==> src/rtl/pc_seq_pkg.sv <==
// Shared types and default sizing for the program sequencer.
// Pure declarations: no logic, no latency.
package pc_seq_pkg;

  typedef enum logic [1:0] {
    IDLE  = 2'd0,
    RUN   = 2'd1,
    DONE  = 2'd2,
    FAULT = 2'd3
  } seq_state_t;

  localparam int DEF_PC_W        = 12;
  localparam int DEF_TAG_W       = 8;
  localparam int DEF_LUT_DEPTH   = 32;
  localparam int DEF_STACK_DEPTH = 4;
  localparam int DEF_CYC_W       = 16;
  localparam int DEF_START_PC    = 0;

endpackage

==> src/rtl/ret_stack.sv <==
// Return-address LIFO: push/pop/clear take effect at the clock edge, top is a flop read.
// No backpressure: the owner must not push when full or pop when empty (such requests are dropped).
module ret_stack #(
  parameter int DEPTH = 4,
  parameter int W     = 12
) (
  input  logic         clk,
  input  logic         rst_n,
  input  logic         clr,
  input  logic         push,
  input  logic         pop,
  input  logic [W-1:0] push_dat,
  output logic [W-1:0] top_dat,
  output logic         full,
  output logic         empty
);

  localparam int PW = $clog2(DEPTH + 1);
  localparam int IW = (DEPTH > 1) ? $clog2(DEPTH) : 1;

  logic [W-1:0]  mem_q [DEPTH];
  logic [W-1:0]  mem_d [DEPTH];
  logic [PW-1:0] sp_q, sp_d;

  assign full    = (sp_q == PW'(DEPTH));
  assign empty   = (sp_q == '0);
  assign top_dat = mem_q[IW'(sp_q - PW'(1))];

  always_comb begin
    mem_d = mem_q;
    sp_d  = sp_q;
    if (clr) begin
      sp_d = '0;
    end else if (push && !full) begin
      mem_d[IW'(sp_q)] = push_dat;
      sp_d             = sp_q + PW'(1);
    end else if (pop && !empty) begin
      sp_d = sp_q - PW'(1);
    end
  end

  always_ff @(posedge clk or negedge rst_n) begin
    if (!rst_n) begin
      sp_q  <= '0;
      mem_q <= '{default: '0};
    end else begin
      sp_q  <= sp_d;
      mem_q <= mem_d;
    end
  end

endmodule

==> src/rtl/pc_sequencer.sv <==
// Program sequencer: PC, writable branch-target table, return stack and run handshake.
// Every output is a flop updated one edge after its controlling inputs; no backpressure beyond stall.
module pc_sequencer
  import pc_seq_pkg::*;
#(
  parameter int PC_W        = DEF_PC_W,
  parameter int TAG_W       = DEF_TAG_W,
  parameter int LUT_DEPTH   = DEF_LUT_DEPTH,
  parameter int STACK_DEPTH = DEF_STACK_DEPTH,
  parameter int CYC_W       = DEF_CYC_W,
  parameter int START_PC    = DEF_START_PC
) (
  input  logic             clk,
  input  logic             reset,
  input  logic             req,
  input  logic             halt,
  input  logic             stall,
  input  logic             br_en,
  input  logic             call_en,
  input  logic             ret_en,
  input  logic [TAG_W-1:0] br_tag,
  input  logic             lut_we,
  input  logic [TAG_W-1:0] lut_waddr,
  input  logic [PC_W-1:0]  lut_wdata,
  output logic [PC_W-1:0]  prog_ctr,
  output logic             running,
  output logic             done,
  output logic             fault,
  output logic [CYC_W-1:0] cycle_cnt
);

  localparam int LUT_AW = (LUT_DEPTH > 1) ? $clog2(LUT_DEPTH) : 1;
  localparam logic [TAG_W:0] LUT_LIMIT = (TAG_W + 1)'(LUT_DEPTH);

  seq_state_t       state_q, state_d;
  logic [PC_W-1:0]  pc_q, pc_d;
  logic [CYC_W-1:0] cnt_q, cnt_d;
  logic             running_q, running_d;
  logic             done_q, done_d;
  logic             fault_q, fault_d;
  logic [PC_W-1:0]  lut_q [LUT_DEPTH];
  logic [PC_W-1:0]  lut_d [LUT_DEPTH];

  logic             stk_clr, stk_push, stk_pop, stk_full, stk_empty;
  logic [PC_W-1:0]  stk_top;
  logic             tag_ok;
  logic [PC_W-1:0]  lut_tgt;

  ret_stack #(
    .DEPTH (STACK_DEPTH),
    .W     (PC_W)
  ) u_ret_stack (
    .clk      (clk),
    .rst_n    (reset),
    .clr      (stk_clr),
    .push     (stk_push),
    .pop      (stk_pop),
    .push_dat (pc_q + PC_W'(1)),
    .top_dat  (stk_top),
    .full     (stk_full),
    .empty    (stk_empty)
  );

  // Lookup reads the pre-write table, so a same-cycle write never bypasses.
  assign tag_ok  = ({1'b0, br_tag} < LUT_LIMIT);
  assign lut_tgt = lut_q[LUT_AW'(br_tag)];

  always_comb begin
    lut_d = lut_q;
    if (lut_we && ({1'b0, lut_waddr} < LUT_LIMIT)) begin
      lut_d[LUT_AW'(lut_waddr)] = lut_wdata;
    end
  end

  always_comb begin
    state_d  = state_q;
    pc_d     = pc_q;
    cnt_d    = cnt_q;
    stk_clr  = 1'b0;
    stk_push = 1'b0;
    stk_pop  = 1'b0;
    case (state_q)
      RUN: begin
        if (cnt_q != '1) cnt_d = cnt_q + CYC_W'(1);
        if (halt) begin
          state_d = DONE;
        end else if (!stall) begin
          if (ret_en) begin
            if (stk_empty) begin
              state_d = FAULT;
            end else begin
              pc_d    = stk_top;
              stk_pop = 1'b1;
            end
          end else if (call_en) begin
            if (stk_full || !tag_ok) begin
              state_d = FAULT;
            end else begin
              pc_d     = lut_tgt;
              stk_push = 1'b1;
            end
          end else if (br_en) begin
            if (!tag_ok) state_d = FAULT;
            else         pc_d    = lut_tgt;
          end else begin
            pc_d = pc_q + PC_W'(1);
          end
        end
      end
      default: begin
        if (req) begin
          state_d = RUN;
          pc_d    = PC_W'(START_PC);
          cnt_d   = '0;
          stk_clr = 1'b1;
        end
      end
    endcase
    running_d = (state_d == RUN);
    done_d    = (state_d == DONE) || (state_d == FAULT);
    fault_d   = (state_d == FAULT);
  end

  always_ff @(posedge clk or negedge reset) begin
    if (!reset) begin
      state_q   <= IDLE;
      pc_q      <= '0;
      cnt_q     <= '0;
      running_q <= 1'b0;
      done_q    <= 1'b0;
      fault_q   <= 1'b0;
      lut_q     <= '{default: '0};
    end else begin
      state_q   <= state_d;
      pc_q      <= pc_d;
      cnt_q     <= cnt_d;
      running_q <= running_d;
      done_q    <= done_d;
      fault_q   <= fault_d;
      lut_q     <= lut_d;
    end
  end

  assign prog_ctr  = pc_q;
  assign running   = running_q;
  assign done      = done_q;
  assign fault     = fault_q;
  assign cycle_cnt = cnt_q;

endmodule

==> config.mk <==
export PLATFORM = sky130hd
export DESIGN_NAME = pc_sequencer
export DESIGN_NICKNAME = d
export VERILOG_FILES = /design/src/rtl/pc_seq_pkg.sv /design/src/rtl/ret_stack.sv /design/src/rtl/pc_sequencer.sv
export SDC_FILE = /design/constraint.sdc
export NUM_CORES = 1
export LEC_CHECK = 0
export ABC_AREA = 1
export CAP_MARGIN = 20
export CORE_MARGIN = 4
export CORE_UTILIZATION = 47
export DETAILED_ROUTE_END_ITERATION = 7
export PLACE_DENSITY = 0.73
export SLEW_MARGIN = 20
export SYNTH_ARGS = -nofsm -noshare
export SYNTH_HDL_FRONTEND = slang
export SYNTH_SLANG_ARGS = --single-unit
==> constraint.sdc <==
create_clock -name clk -period 2.95 [get_ports clk]
set_input_delay 0.7375 -clock clk [delete_from_list [all_inputs] [get_ports clk]]
set_output_delay 0.7375 -clock clk [all_outputs]
set_load 0.005 [all_outputs]
==> results.json <==
{
  "status": "finished, final reports clean",
  "dr_wl_met3_mm": 4.868,
  "synthTopCellsByCount": "1,045 x nand2_1, 511 x o21ai_0, 468 x dfrtp_1, 251 x nand3_1, 227 x inv_1",
  "p_leak_nw": 12.16,
  "synth_async_sr_flop_share_pct": 100.0,
  "die_h_um": 226.6,
  "post-synth-top-area-cell": "dfrtp_1",
  "critical_path_class": "in -> reg",
  "wl_met2_mm": 28.54,
  "grt_overflow": 0,
  "slew_headroom_pct": 44.09,
  "synth_cells": 2939,
  "pre_cts_ws_ns": -0.2228,
  "h-tree-depth": 2,
  "ff2ff_setup_slack_ns": 0.62,
  "viasPerCell": 5.548,
  "grt_pass1_wl_mm": 102.7,
  "clock-sinks": 468,
  "synth_most_common_cell": "nand2_1",
  "endpoint_kind": "flip-flop",
  "areaGrowthSynthToFinish_pct": 15.02,
  "ys_ff_latch": 468,
  "peakVddDrop_mv": 0.4080,
  "rows": 79,
  "cp.required_ns": 3.43,
  "ios": 68,
  "vias": 19910,
  "antenna_cells": 0,
  "hold_buffers": 0,
  "hpwl_mm": 38.64,
  "syn_area_per_cell_um2": 7.641,
  "synth_edf_count": 0,
  "antenna_found_initial": 0,
  "cp.arrival_ns": 3.17,
  "wl_per_cell_um": 17.49,
  "first_pass_iters": 6,
  "die-area_mm2": 0.05134,
  "syn_nets": 2983,
  "drv_slew": 0,
  "synth_top_area_share_pct": 52.15,
  "clkLatencyLatePin_ns": 0.60,
  "ant_nets": 0,
  "drive_gt1_share_pct": 6.240,
  "cts-root-to-sink-buffers": 3,
  "finalSetupViolCount": 0,
  "clkTransAtPathRegs_ns": 0.06,
  "grt_start_max_net_pins": 84,
  "hp-class": "in -> async",
  "drt_iter0_drc": 2065,
  "start_util_pct": 47.93,
  "io_buffers": 67,
  "p_total_mw": 15.37,
  "root_buffer": "clkbuf_16",
  "cts_made_buffers": 50,
  "fin_ws_ns": 0.2506,
  "power.density_mw_per_mm2": 595.0,
  "n_fill_cell": 4239,
  "drc_errors": 0,
  "gr-usage-all-layers_pct": 24.71,
  "cts_repair_resize_count": 0,
  "tightest_slew_ns": 0.8355,
  "startpoint_type": "input port",
  "postCtsSetupBuffers": 0,
  "max_cap_viol_count": 0,
  "fp.dieW_um": 226.6,
  "ys.flop_type": "dfrtp_1",
  "synth_area_mm2": 0.02246,
  "core_mm2": 0.04685,
  "synth_seq_area_share_pct": 52.15,
  "path_max_fanout": 24,
  "routed_wl_mm": 62.76,
  "post-route-period-util_pct": 91.51,
  "synth_warnings": 0,
  "place.gp.congestion": 0.8815,
  "min_period_ns": 2.699,
  "wl_met1_mm": 27.48,
  "fin_nets": 2990,
  "grt_pass1_vias": 19330,
  "top_layer": "met4",
  "cts_tree": "done",
  "hold_violations": 0,
  "fmax_mhz": 370.5,
  "fin_worst_skew_ns": 0.02509,
  "synth.area.top_cells": "dfrtp_1 52%, nand2_1 17%, o21ai_0 11%",
  "yosysUniqueCellTypes": 34,
  "rsz0062_at_grt": "no"
}
-- layout make-up --
type                       count  area [um^2]  share of cell area [%]
sequential                   468        11710                   45.34
multi-input combinational   2038         9011                   34.89
timing repair buffer         157         1821                   7.048
clock buffer                  72         1485                   5.750
inverter                     231        872.1                   3.376
tap                          607        759.5                   2.940
clock inverter                15        168.9                  0.6540
-- flip-flops by register name, summed over array words and instances, names as in the netlist --
| name | flops |
|---|---|
| u_ret_stack.mem_q | 48 |
| prog_ctr | 12 |
| running | 1 |
| lut_q | 384 |
| done | 1 |
| state_q | 2 |
| u_ret_stack.sp_q | 3 |
| fault | 1 |
| cycle_cnt | 16 |
-- kinds of logic after synthesis --
kind of cell             Yosys count  share of synthesized area (%)
AO/OA/AOI/OAI                    563                          12.84
adder cells (fa/ha/maj)            7                         0.3900
AND/OR/NAND/NOR                 1450                          26.19
buffers and inverters            433                          7.722
XOR/XNOR                          18                         0.7020
flip-flops                       468                          52.15
-- layer usage --
layer  vias up  global-route usage, %
met1      9579                  35.15
met5         -                      0
met2       789                  38.87
li1       9390                      -
met3       150                  4.518
met4         0                  7.718
-- per-stage QoR --
stage	TNS [ns]	instance area, um^2	hold WS, ns	cells	util (%)
detailed placement	-66.65	24170	0.4688	3501	51.60
finish	0	25830	0.1159	3588	55.13
CTS	0	25830	0.1169	3588	55.13
global route	0	25830	0.1291	3588	55.13
global placement	-48.75	24170	0.4614	3501	51.60
floorplan	0	22460	0.4419	2939	-
-- path summary, 6_finish.rpt --
path / cells past startpoint / startpoint / to
worst max-delay path: 8 / lut_we / lut_q[244]$_DFFE_PN0P_
worst min-delay path: 1 / reset / lut_q[133]$_DFFE_PN0P_
worst max register to register: 8 / state_q[0]$_DFF_PN0_ / prog_ctr[4]$_DFFE_PN0P_
worst min register to register: 2 / lut_q[352]$_DFFE_PN0P_ / lut_q[352]$_DFFE_PN0P_
max in group asynchronous: 2 / reset / lut_q[235]$_DFFE_PN0P_
min in group clk: 2 / lut_q[352]$_DFFE_PN0P_ / lut_q[352]$_DFFE_PN0P_
-- power breakdown --
group	internal, mW	total, mW	switching, mW
Sequential	6.76	6.98	0.222
Clock	3.74	6.31	2.57
Combinational	0.700	2.07	1.37
Total	11.2	15.4	4.16
-- critical path, stage by stage --
cell	delay, ns
clkdlybuf4s50_1	0.46
inv_1	0.04
nor4_1	0.52
inv_1	0.32
nor3_4	0.50
nand2_1	0.10
buf_4	0.24
o21ai_0	0.25
-- layout by cell type (no fill, tap or decap), types with 2 or more instances in the layout --
master              n
clkdlybuf4s50_1    63
nand2_2             3
buf_12             38
nor3_4              4
o21ai_1             6
clkbuf_16          51
clkinv_2           10
nor2_1            118
ha_1                7
a31oi_1             5
inv_6               2
o21ai_0           511
xor2_1             13
nand3_1           251
clkbuf_8           13
clkinv_1            3
buf_4              53
inv_1             226
bufinv_16           3
xnor2_1             5
nor3_1             15
o211ai_1           13
nand2_1          1045
nor3_2              2
o22ai_1            18
dfrtp_1           468
nor4_1              2
a21oi_1             8
clkbuf_1            8
nand4_1             5
Power figures use the tool's default switching activity.
==> variant 1: new RTL, same settings <==
`DEF_STACK_DEPTH`: 4 -> 8.
--- a/src/rtl/pc_seq_pkg.sv
+++ b/src/rtl/pc_seq_pkg.sv
@@ -12,7 +12,7 @@
   localparam int DEF_PC_W        = 12;
   localparam int DEF_TAG_W       = 8;
   localparam int DEF_LUT_DEPTH   = 32;
-  localparam int DEF_STACK_DEPTH = 4;
+  localparam int DEF_STACK_DEPTH = 8;
   localparam int DEF_CYC_W       = 16;
   localparam int DEF_START_PC    = 0;
 
Behaviour: no difference found for any inputs over 4 cycles, from zero or initial values and one cycle with reset low; that may be too few to reach the edited logic, so the function may still have changed.
==> variant 1 against the original RTL <==
  * Utilization fell by 1.2 points
  * Total power rose by 12%
  * Fmax fell by 0.35%
  * Largest power group unchanged
  * Setup slack got worse by 0.0094 ns
  * Sequential cell count rose by 49
  * Register-to-register slack got worse by 0.12 ns
  * Count of clock-buffer cells in the layout rose by 6
  * Routed wire length rose by 7.7%
  * Critical path depth fell by 7
  * Final cell count rose by 11%
  * Highest routed layer unchanged
  * Clock skew rose by 0.00088 ns
  * Worst hold slack got worse by 0.065 ns
  * Synthesized area rose by 11%
  * Cell area rose by 9.7%
==> variant 1: results (changes against the original RTL) <==
* Post-synthesis compound-gate area fraction at 12.4% (-0.43 points)
* Setup Skew at 0.0260 ns (+0.000880 ns)
* Largest cells by area after synthesis: dfrtp_1 (52%), nand2_1 (18%), o21ai_0 (10%)
* Hpwl dp at 41,300 microns (+7.0%)
* Drt first pass iters at 5 (-1)
* CTS Buf Count at 54 (+8.0%)
* RD Place Congestion at 0.893 (+1.3%)
* Status: finished, final reports clean
* Fin cells at 3,988 (+11%)
* CP Max Fanout at 15 (-38%)
* Reg2reg end: cycle_cnt[13]
* Mux contribution to synthesized area at 0.482% (+0.48 points)
* Nets at 3,300 (+10%)
* Peak supply drop at 486 uV (+19%)
* Routed WL per cell at 17.0 microns (-3.1%)
* Hold slack at 0.0513 ns (-0.0646 ns)
* Placed Area at 26,500 sq um (+9.8%)
* Flop-to-flop setup slack at 0.50 ns (-0.12 ns)
* Worst path max stage delay at 0.73 ns (+0.21 ns)
* Worst setup path startpoint: prog_ctr[0]
* Post-synthesis sequential area ratio at 51.9% (-0.24 points)
* Post-Place Cells at 3,891 (+11%)
* Mapped Avg Cell Area at 7.67 sq um (+0.39%)
* Top delay family on crit path: flip-flops
* Worst-margin pin slew at 0.667 ns (-0.169 ns)
* Fillers at 4,974 (+17%)
* Share of layout cells above drive strength 1 at 6.79% (+0.55 points)
* Commonest cells post-synth: nand2_1 (1,176), dfrtp_1 (517), o21ai_0 (505), nand3_1 (284), inv_1 (272)
* Leak at 13.5 nW (+11%)
* Overall Global Routing Usage at 24.1% (-0.61 points)
* XOR/XNOR share of the synthesized area at 0.562% (-0.14 points)
* CTS resizes at 0 (unchanged)
* Yosys warning total at 0 (unchanged)
* Post-synthesis adder-cell area fraction at 0.201% (-0.19 points)
* WP data arrival at 1.97 ns (-1.20 ns)
* Max FFs per register at 384 (unchanged)
* Worst skew pair latency at 0.62 ns (+0.02 ns)
* Crit Reg-Reg Startpoint: cycle_cnt[0]
variant 1: area by class of cell:
type	count	area [sq um]	area share [%]
Inverter	276	1040	3.69
Clock inverter	19	221	0.782
Sequential cell	517	12900	45.7
Multi-Input combinational cell	2234	10000	35.3
Timing Repair Buffer	176	1680	5.91
Clock buffer	78	1570	5.55
Tap cell	688	861	3.04
variant 1: power groups by stage:
stage | clock (mW) | sequential, mW | combinational (mW)
after floorplan | 0 | 7.85 | 1.40
after global placement | 0 | 7.93 | 2.39
after detailed placement | 0 | 7.94 | 2.42
after CTS | 7.03 | 7.82 | 2.44
after global routing | 7.33 | 7.88 | 2.74
final | 6.89 | 7.82 | 2.43
variant 1: layer usage:
layer / GRT usage, % / part of all wire, % / up-vias
li1: - / - / 10400
met1: 33.4 / 44 / 10200
met2: 38.5 / 46 / 660
met3: 3.83 / 7.0 / 147
met4: 9.20 / 3.6 / 0
met5: 0 / 0 / -
==> variant 2: new RTL, same flow settings <==
Made on the original files. Remove the register `fault_q`: a continuous assignment takes its place, so the output `fault` follows one clock earlier.
--- a/src/rtl/pc_sequencer.sv
+++ b/src/rtl/pc_sequencer.sv
@@ -128,7 +128,6 @@
       cnt_q     <= '0;
       running_q <= 1'b0;
       done_q    <= 1'b0;
-      fault_q   <= 1'b0;
       lut_q     <= '{default: '0};
     end else begin
       state_q   <= state_d;
@@ -136,10 +135,11 @@
       cnt_q     <= cnt_d;
       running_q <= running_d;
       done_q    <= done_d;
-      fault_q   <= fault_d;
       lut_q     <= lut_d;
     end
   end
+
+  assign fault_q = fault_d;
 
   assign prog_ctr  = pc_q;
   assign running   = running_q;
Formal check against the unedited RTL: not equivalent (a bounded check fails within 4 cycles, from zero or initial values and one cycle with reset low).
==> variant 2 against the original RTL <==
  * Synthesized cell count about the same
  * Routed wire length down 1.4%
  * Cell area down 0.41%
  * Sequential power about the same
  * Combinational power up 5%
  * Total power up 2.0%
  * Synthesized area down 0.11%
  * Worst hold slack better by 0.019 ns
  * Sequential cell count down 1
  * Setup slack worse by 0.20 ns
==> variant 2: results (changes against the original RTL) <==
* Status: finished, final reports clean
* Post-synth top area share at 52.1% (-0.053 points)
* Worst path max stage delay at 0.48 ns (-0.04 ns)
* Crit Reg-Reg Startpoint: cycle_cnt[0]
* Share of layout cells above drive strength 1 at 6.94% (+0.70 points)
* CP Max Fanout at 2 (-92%)
* Peak supply drop at 384 uV (-5.8%)
* Overall Global Routing Usage at 24.4% (-0.34 points)
* Detail-routed via count per cell at 5.48 (-1.2%)
* Drt first pass iters at 5 (-1)
* Via count at 19,700 (-0.80%)
* Worst-margin pin slew at 0.775 ns (-0.0601 ns)
* Placed Area at 23,900 sq um (-1.1%)
* Largest cells by area after synthesis: dfrtp_1 (52%), nand2_1 (17%), o21ai_0 (11%)
* Setup Skew at 0.0215 ns (-0.00358 ns)
* Final wirelength at 61,900 microns (-1.4%)
* WP data arrival at 2.16 ns (-1.01 ns)
* Post-synthesis sequential area ratio at 52.1% (-0.053 points)
* Top delay family on crit path: buffers and inverters
* Slowest CP cell: clkdlybuf4s50_1
* Mapped Avg Cell Area at 7.63 sq um (about the same)
* DR iter-0 viols at 1,902 (-7.9%)
* Leak at 12.1 nW (-0.63%)
* Hpwl dp at 37,300 microns (-3.5%)
* First-pass GRT wire length at 101,000 microns (-1.8%)
* Commonest cells post-synth: nand2_1 (1,045), o21ai_0 (511), dfrtp_1 (467), nand3_1 (251), inv_1 (227)
* Vias in the first global route at 19,100 (-1.1%)
* Largest net degree at the start of global routing at 95 (+13%)
* CTS Buf Count at 51 (+2.0%)
-- variant 2: what timing repair did --
action                     4_1_cts  5_1_grt
resized for setup                8        3
pin swaps                        4        3
buffers inserted                 1        4
setup endpoints to repair        1        1
-- variant 2: metrics by stage --
stage	util [%]	worst slack, ns
finish	54.9	0.0515
global route	54.9	-0.0142
CTS	54.8	0.0287
detailed placement	51.0	-0.371
global placement	51.0	-0.294
floorplan	-	0.359
-- variant 2: power by group --
| group | leakage, nW | switching [mW] | internal, mW |
|---|---|---|---|
| clock | 0.860 | 2.61 | 3.94 |
| sequential | 6.44 | 0.220 | 6.74 |
| combinational | 4.79 | 1.39 | 0.780 |
| total | 12.1 | 4.22 | 11.5 |
-- variant 2: area by class of cell --
cell class / instances / area [sq um]
inverters: 231 / 872
clock buffers: 75 / 1530
clock inverters: 20 / 229
repair buffers: 166 / 1610
well taps: 607 / 759
multi-input cells: 2038 / 9040
flip-flops and latches: 467 / 11700
fillers: 4281 / 21100
-- variant 2: worst paths after layout --
check	to	slack, ns	depth (start not counted)
setup / recovery	fault	0.05	7
hold / removal	lut_q[140]	0.14	1
setup reg to reg	cycle_cnt[13]	0.75	11
hold reg to reg	u_ret_stack.mem_q[24]	0.48	2
max in group asynchronous	lut_q[62]	2.02	2
min in group clk	u_ret_stack.mem_q[24]	0.48	2
-- variant 2: worst reg2reg max path: stages (launching register included) --
cell	delay, ns
dfrtp_1	0.41
ha_1	0.22
nand3_1	0.17
nor3_2	0.26
nand2_1	0.15
nor2_2	0.14
nand2_1	0.10
nand2_2	0.13
nand2_2	0.18
inv_1	0.21
nand2_1	0.07
o31ai_1	0.07
-- variant 2: layer usage --
metal / part of all wire (%) / global-route usage, % / up-vias
li1: - / - / 9417
met1: 44 / 35.1 / 9429
met2: 45 / 37.9 / 775
met3: 7.6 / 3.55 / 128
met4: 3.3 / 8.92 / 0
met5: 0 / 0 / -
-- variant 2: kinds of logic after synthesis --
| logic type | after synthesis | synth area share (%) |
|---|---|---|
| compound gates | 563 | 12.9 |
| xor+xnor | 18 | 0.703 |
| fa+ha+maj | 7 | 0.390 |
| buf+inv | 433 | 7.73 |
| flops | 467 | 52.1 |
| simple gates | 1450 | 26.2 |
